--- config.mk ---
export PLATFORM = sky130hd
export DESIGN_NAME = rc4_phase_sequencer_flat
export DESIGN_NICKNAME = d
export VERILOG_FILES = /design/src/rtl/rc4_phase_sequencer_pkg.sv /design/src/rtl/rc4_phase_sequencer_if.sv /design/src/rtl/rc4_phase_sequencer_smem_mux.sv /design/src/rtl/rc4_phase_sequencer.sv /design/src/flat_wrapper.sv
export SDC_FILE = /design/constraint.sdc
export NUM_CORES = 1
export LEC_CHECK = 0
export CAP_MARGIN = 10
export CORE_MARGIN = 2
export CORE_UTILIZATION = 40
export CTS_CLUSTER_SIZE = 10
export DETAILED_ROUTE_END_ITERATION = 12
export PLACE_DENSITY = 0.88
export SYNTH_ARGS = -nofsm -noshare
export SYNTH_HDL_FRONTEND = slang
export SYNTH_SLANG_ARGS = --single-unit
--- constraint.sdc ---
create_clock -name clk -period 3.45 [get_ports clk]
set_clock_uncertainty 0.2 [all_clocks]
set_input_delay 0.69 -clock clk [delete_from_list [all_inputs] [get_ports clk]]
set_output_delay 0.69 -clock clk [all_outputs]
set_load 0.1 [all_outputs]
--- src/rtl/rc4_phase_sequencer_pkg.sv ---
// Shared types and constants for the RC4 phase sequencer and its S-memory bus mux.
package rc4_phase_sequencer_pkg;

  localparam int KEY_W_DEFAULT = 24;
  localparam int S_ADDR_W      = 8;
  localparam int S_DATA_W      = 8;

  typedef enum logic [1:0] {
    PH_INIT = 2'd0,
    PH_KSA  = 2'd1,
    PH_PRGA = 2'd2
  } phase_t;

  localparam logic [2:0] S_IDLE   = 3'd0;
  localparam logic [2:0] S_LAUNCH = 3'd1;
  localparam logic [2:0] S_ACK    = 3'd2;
  localparam logic [2:0] S_RUN    = 3'd3;
  localparam logic [2:0] S_GAP    = 3'd4;
  localparam logic [2:0] S_DONE   = 3'd5;
  localparam logic [2:0] S_ERR    = 3'd6;

  // The S-memory bus belongs to an engine only while its phase is in flight.
  function automatic logic bus_active(input logic [2:0] st);
    return (st == S_LAUNCH) || (st == S_ACK) || (st == S_RUN);
  endfunction

endpackage

--- src/rtl/rc4_phase_sequencer_if.sv ---
// Engine handshake and S-memory bus bundle between the sequencer and the init/ksa/prga engines.
interface rc4_phase_sequencer_if;
  import rc4_phase_sequencer_pkg::*;

  logic                init_en,     ksa_en,     prga_en;
  logic                init_rdy,    ksa_rdy,    prga_rdy;
  logic [S_ADDR_W-1:0] init_addr,   ksa_addr,   prga_addr;
  logic [S_DATA_W-1:0] init_wrdata, ksa_wrdata, prga_wrdata;
  logic                init_wren,   ksa_wren,   prga_wren;
  logic [S_ADDR_W-1:0] mem_addr;
  logic [S_DATA_W-1:0] mem_wrdata;
  logic                mem_wren;
  logic [S_DATA_W-1:0] mem_rddata;
  logic [S_DATA_W-1:0] ksa_rddata,  prga_rddata;

  modport master (
    output init_en, ksa_en, prga_en,
    input  init_rdy, ksa_rdy, prga_rdy,
    input  init_addr, ksa_addr, prga_addr,
    input  init_wrdata, ksa_wrdata, prga_wrdata,
    input  init_wren, ksa_wren, prga_wren,
    output mem_addr, mem_wrdata, mem_wren,
    input  mem_rddata,
    output ksa_rddata, prga_rddata
  );

  modport slave (
    input  init_en, ksa_en, prga_en,
    output init_rdy, ksa_rdy, prga_rdy,
    output init_addr, ksa_addr, prga_addr,
    output init_wrdata, ksa_wrdata, prga_wrdata,
    output init_wren, ksa_wren, prga_wren,
    input  mem_addr, mem_wrdata, mem_wren,
    output mem_rddata,
    input  ksa_rddata, prga_rddata
  );

endinterface

--- src/rtl/rc4_phase_sequencer_smem_mux.sv ---
// 3:1 S-memory bus select with an idle override that forces the bus to zero.
module rc4_phase_sequencer_smem_mux
  import rc4_phase_sequencer_pkg::*;
(
  input  logic                active_i,
  input  phase_t              sel_i,
  input  logic [S_ADDR_W-1:0] init_addr_i,
  input  logic [S_DATA_W-1:0] init_wrdata_i,
  input  logic                init_wren_i,
  input  logic [S_ADDR_W-1:0] ksa_addr_i,
  input  logic [S_DATA_W-1:0] ksa_wrdata_i,
  input  logic                ksa_wren_i,
  input  logic [S_ADDR_W-1:0] prga_addr_i,
  input  logic [S_DATA_W-1:0] prga_wrdata_i,
  input  logic                prga_wren_i,
  output logic [S_ADDR_W-1:0] mem_addr_o,
  output logic [S_DATA_W-1:0] mem_wrdata_o,
  output logic                mem_wren_o
);

  always_comb begin
    mem_addr_o   = '0;
    mem_wrdata_o = '0;
    mem_wren_o   = 1'b0;
    if (active_i) begin
      case (sel_i)
        PH_INIT: begin
          mem_addr_o   = init_addr_i;
          mem_wrdata_o = init_wrdata_i;
          mem_wren_o   = init_wren_i;
        end
        PH_KSA: begin
          mem_addr_o   = ksa_addr_i;
          mem_wrdata_o = ksa_wrdata_i;
          mem_wren_o   = ksa_wren_i;
        end
        PH_PRGA: begin
          mem_addr_o   = prga_addr_i;
          mem_wrdata_o = prga_wrdata_i;
          mem_wren_o   = prga_wren_i;
        end
        default: begin
          mem_addr_o   = '0;
          mem_wrdata_o = '0;
          mem_wren_o   = 1'b0;
        end
      endcase
    end
  end

endmodule

--- src/rtl/rc4_phase_sequencer.sv ---
// Runs the RC4 init -> ksa -> prga engines in order, owns the shared S-memory bus
// and aborts a phase that overruns its watchdog.
module rc4_phase_sequencer
  import rc4_phase_sequencer_pkg::*;
#(
  parameter int KEY_W   = KEY_W_DEFAULT,
  parameter int TIMEOUT = 4096
) (
  input  logic              clk,
  input  logic              rst_n,
  input  logic              start_i,
  input  logic [KEY_W-1:0]  key_in_i,
  output logic              rdy_o,
  output logic              done_o,
  output logic              err_o,
  output logic [1:0]        phase_o,
  output logic [KEY_W-1:0]  key_o,
  rc4_phase_sequencer_if.master eng
);

  localparam int WDOG_W = $clog2(TIMEOUT);
  localparam logic [WDOG_W-1:0] WDOG_LAST = WDOG_W'(TIMEOUT - 1);

  logic [2:0]        state_q, state_d;
  phase_t            phase_q, phase_d;
  logic [KEY_W-1:0]  key_q,   key_d;
  logic              err_q,   err_d;
  logic              done_q,  done_d;
  logic [WDOG_W-1:0] wdog_q,  wdog_d;
  logic [WDOG_W-1:0] wdog_inc;
  logic              sel_rdy;
  logic              launch;

  assign wdog_inc = wdog_q + WDOG_W'(1);

  always_comb begin
    sel_rdy = 1'b0;
    case (phase_q)
      PH_INIT: sel_rdy = eng.init_rdy;
      PH_KSA:  sel_rdy = eng.ksa_rdy;
      PH_PRGA: sel_rdy = eng.prga_rdy;
      default: sel_rdy = 1'b0;
    endcase
  end

  always_comb begin
    state_d = state_q;
    phase_d = phase_q;
    key_d   = key_q;
    err_d   = err_q;
    wdog_d  = wdog_q;
    launch  = 1'b0;
    case (state_q)
      S_IDLE, S_DONE, S_ERR: begin
        if (start_i) begin
          key_d   = key_in_i;
          err_d   = 1'b0;
          phase_d = PH_INIT;
          state_d = S_LAUNCH;
        end
      end
      S_LAUNCH: begin
        if (sel_rdy) begin
          launch  = 1'b1;
          wdog_d  = '0;
          state_d = S_ACK;
        end
      end
      S_ACK, S_RUN: begin
        // A timeout wins even if the engine reports completion in the same cycle.
        if (wdog_inc == WDOG_LAST) begin
          err_d   = 1'b1;
          state_d = S_ERR;
        end else begin
          wdog_d = wdog_inc;
          if (state_q == S_ACK && !sel_rdy) begin
            state_d = S_RUN;
          end else if (state_q == S_RUN && sel_rdy) begin
            state_d = (phase_q == PH_PRGA) ? S_DONE : S_GAP;
          end
        end
      end
      S_GAP: begin
        phase_d = phase_t'(phase_q + 2'd1);
        state_d = S_LAUNCH;
      end
      default: state_d = S_IDLE;
    endcase
    done_d = (state_d == S_DONE) && (state_q != S_DONE);
  end

  always_ff @(posedge clk) begin
    if (!rst_n) begin
      state_q <= S_IDLE;
      phase_q <= PH_INIT;
      key_q   <= '0;
      err_q   <= 1'b0;
      done_q  <= 1'b0;
      wdog_q  <= '0;
    end else begin
      state_q <= state_d;
      phase_q <= phase_d;
      key_q   <= key_d;
      err_q   <= err_d;
      done_q  <= done_d;
      wdog_q  <= wdog_d;
    end
  end

  assign rdy_o   = (state_q == S_IDLE) || (state_q == S_DONE) || (state_q == S_ERR);
  assign done_o  = done_q;
  assign err_o   = err_q;
  assign phase_o = phase_q;
  assign key_o   = key_q;

  assign eng.init_en = launch && (phase_q == PH_INIT);
  assign eng.ksa_en  = launch && (phase_q == PH_KSA);
  assign eng.prga_en = launch && (phase_q == PH_PRGA);

  assign eng.ksa_rddata  = eng.mem_rddata;
  assign eng.prga_rddata = eng.mem_rddata;

  rc4_phase_sequencer_smem_mux u_smem_mux (
    .active_i      (bus_active(state_q)),
    .sel_i         (phase_q),
    .init_addr_i   (eng.init_addr),
    .init_wrdata_i (eng.init_wrdata),
    .init_wren_i   (eng.init_wren),
    .ksa_addr_i    (eng.ksa_addr),
    .ksa_wrdata_i  (eng.ksa_wrdata),
    .ksa_wren_i    (eng.ksa_wren),
    .prga_addr_i   (eng.prga_addr),
    .prga_wrdata_i (eng.prga_wrdata),
    .prga_wren_i   (eng.prga_wren),
    .mem_addr_o    (eng.mem_addr),
    .mem_wrdata_o  (eng.mem_wrdata),
    .mem_wren_o    (eng.mem_wren)
  );

endmodule

--- src/flat_wrapper.sv ---
// flat-port wrapper written by rule: the top's interface ports become plain ports
module rc4_phase_sequencer_flat import rc4_phase_sequencer_pkg::*;
#(
  parameter int KEY_W   = KEY_W_DEFAULT,
  parameter int TIMEOUT = 4096
)
  (clk, rst_n, start_i, key_in_i, rdy_o, done_o, err_o, phase_o, key_o, eng_init_en, eng_ksa_en, eng_prga_en, eng_init_rdy, eng_ksa_rdy, eng_prga_rdy, eng_init_addr, eng_ksa_addr, eng_prga_addr, eng_init_wrdata, eng_ksa_wrdata, eng_prga_wrdata, eng_init_wren, eng_ksa_wren, eng_prga_wren, eng_mem_addr, eng_mem_wrdata, eng_mem_wren, eng_mem_rddata, eng_ksa_rddata, eng_prga_rddata);
  rc4_phase_sequencer_if eng_i ();
  input  logic clk;
  input  logic rst_n;
  input  logic start_i;
  input  logic [KEY_W-1:0] key_in_i;
  output logic rdy_o;
  output logic done_o;
  output logic err_o;
  output logic [1:0] phase_o;
  output logic [KEY_W-1:0] key_o;
  output wire logic [$bits(eng_i.init_en)-1:0] eng_init_en;
  output wire logic [$bits(eng_i.ksa_en)-1:0] eng_ksa_en;
  output wire logic [$bits(eng_i.prga_en)-1:0] eng_prga_en;
  input wire logic [$bits(eng_i.init_rdy)-1:0] eng_init_rdy;
  input wire logic [$bits(eng_i.ksa_rdy)-1:0] eng_ksa_rdy;
  input wire logic [$bits(eng_i.prga_rdy)-1:0] eng_prga_rdy;
  input wire logic [$bits(eng_i.init_addr)-1:0] eng_init_addr;
  input wire logic [$bits(eng_i.ksa_addr)-1:0] eng_ksa_addr;
  input wire logic [$bits(eng_i.prga_addr)-1:0] eng_prga_addr;
  input wire logic [$bits(eng_i.init_wrdata)-1:0] eng_init_wrdata;
  input wire logic [$bits(eng_i.ksa_wrdata)-1:0] eng_ksa_wrdata;
  input wire logic [$bits(eng_i.prga_wrdata)-1:0] eng_prga_wrdata;
  input wire logic [$bits(eng_i.init_wren)-1:0] eng_init_wren;
  input wire logic [$bits(eng_i.ksa_wren)-1:0] eng_ksa_wren;
  input wire logic [$bits(eng_i.prga_wren)-1:0] eng_prga_wren;
  output wire logic [$bits(eng_i.mem_addr)-1:0] eng_mem_addr;
  output wire logic [$bits(eng_i.mem_wrdata)-1:0] eng_mem_wrdata;
  output wire logic [$bits(eng_i.mem_wren)-1:0] eng_mem_wren;
  input wire logic [$bits(eng_i.mem_rddata)-1:0] eng_mem_rddata;
  output wire logic [$bits(eng_i.ksa_rddata)-1:0] eng_ksa_rddata;
  output wire logic [$bits(eng_i.prga_rddata)-1:0] eng_prga_rddata;
  assign eng_init_en = eng_i.init_en;
  assign eng_ksa_en = eng_i.ksa_en;
  assign eng_prga_en = eng_i.prga_en;
  assign eng_i.init_rdy = eng_init_rdy;
  assign eng_i.ksa_rdy = eng_ksa_rdy;
  assign eng_i.prga_rdy = eng_prga_rdy;
  assign eng_i.init_addr = eng_init_addr;
  assign eng_i.ksa_addr = eng_ksa_addr;
  assign eng_i.prga_addr = eng_prga_addr;
  assign eng_i.init_wrdata = eng_init_wrdata;
  assign eng_i.ksa_wrdata = eng_ksa_wrdata;
  assign eng_i.prga_wrdata = eng_prga_wrdata;
  assign eng_i.init_wren = eng_init_wren;
  assign eng_i.ksa_wren = eng_ksa_wren;
  assign eng_i.prga_wren = eng_prga_wren;
  assign eng_mem_addr = eng_i.mem_addr;
  assign eng_mem_wrdata = eng_i.mem_wrdata;
  assign eng_mem_wren = eng_i.mem_wren;
  assign eng_i.mem_rddata = eng_mem_rddata;
  assign eng_ksa_rddata = eng_i.ksa_rddata;
  assign eng_prga_rddata = eng_i.prga_rddata;
  rc4_phase_sequencer #(.KEY_W(KEY_W), .TIMEOUT(TIMEOUT)) u_core (.clk(clk), .rst_n(rst_n), .start_i(start_i), .key_in_i(key_in_i), .rdy_o(rdy_o), .done_o(done_o), .err_o(err_o), .phase_o(phase_o), .key_o(key_o), .eng(eng_i));
endmodule
==> results of run 1 <==
==> flip-flops by register name, summed over array words and instances, names as in the netlist <==
signal / flops
u_core.key_o: 24
u_core.wdog_q: 12
u_core.state_q: 3
u_core.phase_o: 2
u_core.done_o: 1
u_core.err_o: 1
==> routing by layer <==
| metal | wire length [µm] | share of wire [%] | vias to the layer above | global-route usage, % |
|---|---|---|---|---|
| met4 | 150 | 1.8 | 0 | 6.74 |
| met3 | 619 | 7.6 | 14 | 5.64 |
| li1 | - | - | 1413 | - |
| met1 | 3040 | 37 | 1361 | 25.2 |
| met5 | 0 | 0 | - | 0 |
| met2 | 4330 | 53 | 126 | 42.6 |
==> worst paths after layout <==
kind / end / cells after the start
worst max-delay path: eng_prga_en / 8
worst min-delay path: u_core.key_o[21]$_SDFFE_PN0P_ / 2
worst max register to register: u_core.wdog_q[2]$_SDFFE_PN0P_ / 7
worst min register to register: u_core.key_o[21]$_SDFFE_PN0P_ / 2
==> layout make-up <==
| cell class | count | area share (%) |
|---|---|---|
| multi-input cells | 253 | 38.6 |
| inverters | 4 | 0.383 |
| clock inverters | 2 | 1.53 |
| clock buffers | 6 | 1.85 |
| repair buffers | 138 | 33.1 |
| diodes | 1 | 0.0638 |
| flip-flops and latches | 43 | 22.0 |
| well taps | 77 | 2.46 |
==> through the flow <==
stage / utilization [%] / power (µW) / cell area [µm²] / worst slack (ns)
after detailed placement: 60.4 / 1200 / 3790 / 0.165
after CTS: 62.5 / 1660 / 3920 / 0.162
after global placement: 60.4 / 1190 / 3790 / 0.199
after floorplan: - / 1090 / 2650 / 0.0694
final: 62.5 / 1660 / 3920 / 0.183
after global routing: 62.5 / 1710 / 3920 / 0.0562
==> critical path: stages <==
cell and delay (ns):
clkdlybuf4s50_1 0.46, a222oi_1 0.10, or2_2 0.33, nor2_1 0.13
nand2_1 0.09, nor2_1 0.20, and2_2 0.21, buf_12 0.17
==> logic make-up (layout without fill, tap and decap cells) <==
group           count (synthesis)  in the layout  synth area share, %
other cells                     0              1                    0
buf+inv                        47            150                 10.7
mux                             1              1                0.390
flops                          43             43                 33.5
fa+ha+maj                       6              6                 2.93
simple gates                  148            148                 26.1
xor+xnor                        3              3                 1.02
compound gates                 95             95                 25.3
==> placed cells by master (no fill, tap or decap), types with 6 or more instances in the layout <==
| cell type | instances |
|---|---|
| nand3_1 | 12 |
| nor3_1 | 7 |
| nor2_2 | 11 |
| nor2_4 | 6 |
| ha_1 | 6 |
| nor2_1 | 19 |
| nand2_1 | 65 |
| o21ai_0 | 12 |
| dfxtp_1 | 41 |
| clkdlybuf4s50_1 | 80 |
| a222oi_1 | 18 |
| a21oi_1 | 40 |
| buf_4 | 53 |
==> power breakdown <==
part	internal [µW]	leakage (µW)	switching, µW
logic	199	0.00114	456
clock network	289	0.0000654	175
registers	520	0.000351	15.9
total	1010	0.00156	647
==> flow_metrics.env, run 1 <==
export IMPL_yosysMostFrequentCell="nand2_1"
export IMPL_synthCells=343
export IMPL_areaGrowthSynthToFinish_pct=52.9
export IMPL_power_density_nw_per_um2=422
export IMPL_hold_violations=0
export IMPL_startpoint="eng_prga_rdy"
export IMPL_seqCellArea_um2=863
export IMPL_placed_cells=515
export IMPL_timing_slew_headroom_pct=46.0
export IMPL_netlist_area_leader_share_pct=33.5
export IMPL_slew_viol_final=0
export IMPL_min_from="u_core.key_o[21]$_SDFFE_PN0P_"
export IMPL_cts_sink_count=43
export IMPL_synth_edf_count=0
export IMPL_cp_arrival_ns=2.38
export IMPL_layout_min_cycle_time_ns=3.27
export IMPL_drt_iter0_drc=159
export IMPL_peakVddDrop_uv=329
export IMPL_drt_first_pass_iters=4
export IMPL_syn_num_nets=438
export IMPL_num_fill_cells=549
export IMPL_syn_area_per_cell_um2=7.48
export IMPL_instances_no_fill=524
export IMPL_clkLatencyLatePin_ns=0.30
export IMPL_cts_inserted_buffers=5
export IMPL_grt_overflow_total=0
export IMPL_place_congestion=0.858
export IMPL_ys_seq_area_share_pct=33.5
export IMPL_vias=2914
export IMPL_min_path_type="flop to flop"
export IMPL_drive_above_1_share_pct=21.7
export IMPL_synth_top_area_cell="dfxtp_1"
export IMPL_yosys_top_cells_count="nand2_1 (65), dfxtp_1 (43), a21oi_1 (40)"
export IMPL_root_buffer="clkbuf_8"
export IMPL_clock_fmax_mhz=306
export IMPL_rsz0062_at_grt="no"
export IMPL_die_width_um=84.1
export IMPL_synth_seq_cells=43
export IMPL_grtUsageTotal_pct=22.8
export IMPL_grt_max_degree=34
export IMPL_die_area_um2=7070
export IMPL_fp_dieH_um=84.1
export IMPL_outcome="complete, no violations"
export IMPL_cts_max_path_buffers=2
export IMPL_via_per_inst=5.56
export IMPL_grt_pass1_wl_mm=13.2
export IMPL_fin_setup_tns_ns=0
export IMPL_post_dp_hpwl_mm=6.13
export IMPL_startpoint_type="input port"
export IMPL_drcViolationCount=0
export IMPL_worst_pin_slew_ns=0.807
export IMPL_ant_nets=0
export IMPL_routedWlPerCell_um=15.5
export IMPL_io_pin_count=154
export IMPL_post_cts_setup_buffers=0
export IMPL_nets=540
export IMPL_p_leak_uw=0.00156
export IMPL_cts_max_level=2
export IMPL_post_route_period_util_pct=94.7
export IMPL_cts_tree="yes"
export IMPL_cts_resized_gates=0
export IMPL_synthTopCellsByArea="dfxtp_1 (34%), nand2_1 (9.5%), a21oi_1 (7.8%)"
export IMPL_multiInputGateArea_um2=1520
export IMPL_initial_utilization_pct=40.9
export IMPL_worst_setup_path_end_kind="output pin"
export IMPL_r2r_slack_ns=0.81
export IMPL_holdWs_ns=0.258
export IMPL_cp_max_fo=4
export IMPL_synthFlopType="dfxtp_1"
export IMPL_critPathKind="input port to output pin"
export IMPL_setup_viol=0
export IMPL_cp_required_ns=2.56
export IMPL_io_buffers=129
export IMPL_coreArea_um2=6280
export IMPL_wirelength_mm=8.14
export IMPL_synthArstFlopShare_pct=0
export IMPL_rows=29
export IMPL_syn_cell_area_um2=2570
export IMPL_yosys_warnings=0
export IMPL_synth_cell_types=47
export IMPL_grt_pass1_vias=2816
export IMPL_r2r_start="u_core.wdog_q[1]$_SDFFE_PN0P_"
export IMPL_clk_pin_slew_ns=0.08
export IMPL_antenna_found_initial=1
export IMPL_cts_hold_buf=0
export IMPL_drv_cap=0
Note: power is estimated with default switching activity, not from simulation.
==> run 2, diff against run 1 <==
--- a/config.mk
+++ b/config.mk
@@ -8,7 +8,6 @@
 export CAP_MARGIN = 10
 export CORE_MARGIN = 2
 export CORE_UTILIZATION = 40
-export CTS_CLUSTER_SIZE = 10
 export DETAILED_ROUTE_END_ITERATION = 12
 export PLACE_DENSITY = 0.88
 export SYNTH_ARGS = -nofsm -noshare
==> results of run 2 <==
Same layout as run 1: the final DEF is identical, and so are final timing and power.
==> run 3, diff against run 2 <==
--- a/config.mk
+++ b/config.mk
@@ -9,6 +9,7 @@
 export CORE_MARGIN = 2
 export CORE_UTILIZATION = 40
 export DETAILED_ROUTE_END_ITERATION = 12
+export GPL_ROUTABILITY_DRIVEN = 0
 export PLACE_DENSITY = 0.88
 export SYNTH_ARGS = -nofsm -noshare
 export SYNTH_HDL_FRONTEND = slang
==> run 3 against run 2 <==
  * Core utilization shrank 0.80 points
  * Sequential cell count is the same
  * Via count shrank 1.8%
  * Fmax shrank 0.58%
  * Critical path type unchanged
  * Largest power group unchanged
==> flow_metrics.env, run 3 (synthesis gave the netlist of run 1 again) <==
export IMPL_outcome="complete, no violations"
export IMPL_grt_pass1_wl_mm=13.0
export IMPL_drt_first_pass_iters=4
export IMPL_min_from="u_core.key_o[2]$_SDFFE_PN0P_"
export IMPL_ff2ff_path_depth=7
export IMPL_antenna_found_initial=0
export IMPL_via_per_inst=5.47
export IMPL_initial_utilization_pct=40.9
export IMPL_rsz0062_at_grt="no"
export IMPL_fin_setup_tns_ns=0
export IMPL_drcViolationCount=0
export IMPL_worst_setup_path_end_kind="output pin"
export IMPL_fp_dieH_um=84.1
export IMPL_final_common_cell="clkdlybuf4s50_1"
export IMPL_setup_viol=0
export IMPL_worst_pin_slew_ns=0.783
export IMPL_die_area_um2=7070
export IMPL_post_dp_hpwl_mm=6.09
export IMPL_cp_slowest_cell="clkdlybuf4s50_1"
export IMPL_diodes=0
export IMPL_hold_end="u_core.key_o[2]$_SDFFE_PN0P_"
export IMPL_cts_max_path_buffers=2
export IMPL_nets=540
export IMPL_drive_above_1_share_pct=21.7
export IMPL_critPathKind="input port to output pin"
export IMPL_clock_fmax_mhz=304
export IMPL_cts_resized_gates=0
export IMPL_wirelength_mm=7.96
export IMPL_top_usage_layer="met2"
export IMPL_cp_arrival_ns=2.40
export IMPL_root_buffer="clkbuf_8"
export IMPL_largest_register_ffs=24
export IMPL_cts_inserted_buffers=5
export IMPL_cp_required_ns=2.56
export IMPL_post_cts_setup_buffers=0
export IMPL_p_leak_uw=0.00153
export IMPL_hold_violations=0
export IMPL_io_buffers=129
export IMPL_rows=29
export IMPL_post_route_period_util_pct=95.3
export IMPL_startpoint_type="input port"
export IMPL_slowest_delay_ns=0.45
export IMPL_clk_pin_slew_ns=0.08
export IMPL_instances_no_fill=523
export IMPL_clkLatencyLatePin_ns=0.29
export IMPL_r2r_slack_ns=0.76
export IMPL_coreArea_um2=6280
export IMPL_final_cell_mix="clkdlybuf4s50_1 (80), nand2_1 (65), buf_4 (53), dfxtp_1 (41), a21oi_1 (40)"
export IMPL_timing_slew_headroom_pct=47.7
export IMPL_r2r_end="u_core.wdog_q[2]$_SDFFE_PN0P_"
export IMPL_cp_max_fo=4
export IMPL_grt_max_degree=34
export IMPL_worstPathCellList="clkdlybuf4s50_1, a222oi_1, or2_2, nor2_1, nand2_1, nor2_1, and2_2, buf_12"
export IMPL_cp_common_cell="nor2_1"
export IMPL_layout_min_cycle_time_ns=3.29
export IMPL_min_path_cells=2
export IMPL_pre_cts_ws_ns=0.156
export IMPL_grtUsageTotal_pct=22.3
export IMPL_areaGrowthSynthToFinish_pct=51.0
export IMPL_cts_max_level=2
export IMPL_drt_iter0_drc=203
export IMPL_placed_cells=515
export IMPL_cts_sink_count=43
export IMPL_grt_use_met2_pct=41.6
export IMPL_routedWlPerCell_um=15.2
export IMPL_grt_overflow_total=0
export IMPL_min_path_type="flop to flop"
export IMPL_num_fill_cells=555
export IMPL_grt_pass1_vias=2737
export IMPL_r2r_start="u_core.wdog_q[0]$_SDFFE_PN0P_"
export IMPL_die_width_um=84.1
export IMPL_io_pin_count=154
export IMPL_vias=2862
export IMPL_fin_ws_ns=0.164
export IMPL_cts_hold_buf=0
export IMPL_drv_cap=0
export IMPL_use_met3_pct=4.95
export IMPL_cts_tree="yes"
export IMPL_peakVddDrop_uv=296
export IMPL_grt_met1_usage_pct=25.6
export IMPL_ant_nets=0
export IMPL_slew_viol_final=0
export IMPL_power_density_nw_per_um2=388
export IMPL_fin_util_pct=61.7
run 3: worst max path at each step:
| stage | from | end | slack (ns) | cells past startpoint |
|---|---|---|---|---|
| final | eng_prga_rdy | eng_ksa_en | 0.16 | 8 |
| after floorplan | u_core.phase_o[0]$_SDFFE_PN0P_ | eng_mem_addr[0] | 0.07 | 5 |
| after CTS | eng_prga_rdy | eng_prga_en | 0.15 | 8 |
| after global routing | eng_prga_rdy | eng_prga_en | 0.04 | 8 |
| after global placement | eng_prga_rdy | eng_prga_en | 0.19 | 8 |
| after detailed placement | eng_prga_rdy | eng_prga_en | 0.16 | 8 |
run 3: where the power goes:
group          internal (µW)  total [µW]  switching [µW]
Sequential               520         537            17.2
Combinational            199         653             454
Clock                    142         314             173
Total                    860        1500             644
run 3: per-stage QoR:
| step | hold WS [ns] | area [µm²] | total power (µW) |
|---|---|---|---|
| 2_1_floorplan | 0.223 | 2650 | 1090 |
| 3_5_place_dp | 0.248 | 3790 | 1200 |
| 3_3_place_gp | 0.243 | 3790 | 1190 |
| 6_report | 0.259 | 3870 | 1500 |
| 5_1_grt | 0.278 | 3870 | 1560 |
| 4_1_cts | 0.260 | 3870 | 1520 |
run 3: critical path, delay by kind of cell:
kind / cells / cell delay, ns
buf+inv: 2 / 0.62
compound gates: 1 / 0.10
simple gates: 5 / 0.98
run 3: area by class of cell:
type,count,area (µm²),share of cell area (%)
multi-input cells,253,1520,39.1
flip-flops and latches,43,863,22.3
clock inverters,2,12.5,0.323
inverters,4,15.0,0.388
clock buffers,6,72.6,1.87
repair buffers,138,1300,33.5
well taps,77,96.3,2.49
run 3: layer usage:
| layer | vias to the layer above | routed length [µm] |
|---|---|---|
| met5 | - | 0 |
| met4 | 0 | 77 |
| met3 | 9 | 611 |
| met2 | 120 | 4170 |
| met1 | 1320 | 3100 |
| li1 | 1413 | - |
==> RTL edit (flow settings as in run 3) <==
The package constant `KEY_W_DEFAULT` goes from 24 to 12.
--- a/src/rtl/rc4_phase_sequencer_pkg.sv
+++ b/src/rtl/rc4_phase_sequencer_pkg.sv
@@ -3,3 +3,3 @@
 
-  localparam int KEY_W_DEFAULT = 24;
+  localparam int KEY_W_DEFAULT = 12;
   localparam int S_ADDR_W      = 8;
Interface: changed (resized key_in_i and key_o); port bits go from 154 to 130. The function was not compared with the original's and may differ.
==> RTL edit against run 3 <==
  * Die area decreased by 16%
  * Synthesized area down 17%
  * Power down 15%
  * Worst setup slack improved by 47 ps
  * Sequential power fell by 29%
  * Count of clock-buffer cells in the layout unchanged
  * Wire length shrank 20%
  * Core utilization grew 2.8 points
  * Sequential cell count shrank 12
  * Final area decreased by 15%
  * Critical path type unchanged
  * Largest cell class unchanged
==> RTL edit: results (changes against run 3) <==
run status completed; net count after synthesis 356 (-19%); arrival time at the worst endpoint 2350 ps (-50 ps); vias per cell 5.490 (+0.31%); leading cell types by count after synthesis dfxtp_1, nor2_1, nand2_1; switching part of the total 38.88% (-3.9 points); first-pass iteration count of the detailed router 8 (+4); GR Util All Layers 21.33% (-0.96 points); number of cells on the worst hold path 2 (unchanged); final number of max-transition violations 0 (unchanged); setup slack, reg-to-reg 1070 ps (+310 ps); biggest area contributors in the synthesized netlist dfxtp_1, a222oi_1, mux2i_1; sequential share of the synthesized area 29.19% (-4.4 points); average wire per cell in the routed design 14.79 um (-2.8%); Peak VDD IR 0.0003168 V (+6.9%); DP Wirelength 4.818 mm (-21%); capture endpoint of the worst hold path u_core.err_o; pin count of the biggest net entering global routing 23 (-32%); # fillers 418 (-25%); depth of the worst register-to-register path 8 (+1); count of unique library cells instantiated by Yosys 41 (-13%); Crit Path Class in2out; clock-pin slew of the registers on the worst-case setup and hold paths 60 ps (-20 ps); post-route worst hold slack 259.5 ps (+0.7130 ps); ratio of cells with drive above 1 in the final layout 23.40% (+1.6 points); vias in the first global route 2153 (-21%); Clock Latency Late Sink 290 ps (about the same); Port Buffer Count 105 (-19%); Leakage 1.319 nW (-14%); Synth warnings 0 (unchanged); launch point of the worst reg-to-reg path u_core.phase_o[0]; worst min-delay path startpoint u_core.err_o; maximum net fanout on the critical path 6 (+2); starting DRC count in detailed routing 178 (-12%); endpoint of the most critical register-to-register path u_core.wdog_q[0]; wire length of the first global-routing pass 10.41 mm (-20%); startpoint types input port; fin nets 441 (-18%); worst-case headroom to the max-slew limit 45.05% (-2.6 points); count of H-tree levels built during CTS 2 (unchanged); fraction of synthesis flops using an asynchronous set or reset pin 0% (unchanged)
RTL edit: cell types whose count changed after synthesis, sizes merged, moves of 3 or more:
cell / change
nand3: +5
a21boi: +5
clkbuf: -8
a21oi: -33
o21ai: +5
nor2b: +16
nand2: -40
nor2: -5
dfxtp: -12
inv: +3
mux2i: +14
RTL edit: cells by family (layout without fill, tap and decap cells):
| kind of cell | Yosys count | count (layout) | share of synthesized area, % |
|---|---|---|---|
| fa+ha+maj | 6 | 6 | 3.531 |
| buf+inv | 41 | 127 | 10.30 |
| compound gates | 69 | 69 | 24.37 |
| simple gates | 110 | 110 | 25.13 |
| xor+xnor | 1 | 1 | 0.4121 |
| flops | 31 | 31 | 29.19 |
| mux | 15 | 15 | 7.063 |
RTL edit: power groups by stage:
stage               clock (W)  sequential [W]  combinational [W]
floorplan                   0        0.000467           0.000366
global placement            0        0.000389           0.000521
detailed placement          0        0.000389           0.000526
CTS                  0.000376        0.000382           0.000528
global route         0.000393        0.000384           0.000549
finish               0.000369        0.000382           0.000526
RTL edit: stage by stage:
step	setup TNS, ps	instances	area [um^2]	setup slack, ps
after floorplan	0	273	2185	117.1
after CTS	0	429	3293	192.3
after global placement	-55.42	421	3169	-19.37
after global routing	0	429	3293	159.2
after detailed placement	-82.27	421	3169	-32.33
final	0	429	3293	210.8
RTL edit: worst register-to-register path, stage by stage (launching register included):
cell and delay, ps:
dfxtp_2 350, inv_1 80, ha_1 180, a222oi_1 100
nor2_1 200, a21oi_1 120, or2_2 360, a31oi_1 460
mux2i_1 270
RTL edit: worst max path at each step:
stage | from | to
after floorplan | u_core.phase_o[1] | eng_mem_addr[0]
after global placement | eng_prga_rdy | eng_init_en
after detailed placement | eng_prga_rdy | eng_init_en
after CTS | eng_prga_rdy | eng_init_en
after global routing | eng_prga_rdy | eng_init_en
final | eng_prga_rdy | eng_init_en
RTL edit: metal layers:
| metal | routed length (um) | track usage (%) | vias up |
|---|---|---|---|
| li1 | - | - | 1143 |
| met1 | 2563 | 25.98 | 1089 |
| met2 | 3106 | 36.84 | 116 |
| met3 | 623 | 5.882 | 7 |
| met4 | 53 | 5.636 | 0 |
| met5 | 0 | 0 | - |
RTL edit: repair_timing:
item                                    CTS  global route
gates resized for setup                   1             0
endpoints found under the hold margin     0             0
endpoints found under the setup margin    3             0
RTL edit: final cells by class:
class	instances	area, um^2	area share [%]
clock inverter	2	35.03	1.064
clock buffer	6	82.58	2.508
multi-input combinational	201	1353	41.07
inverter	7	26.28	0.7979
timing repair buffer	112	1086	32.98
tap	70	87.58	2.660
sequential	31	623.1	18.92
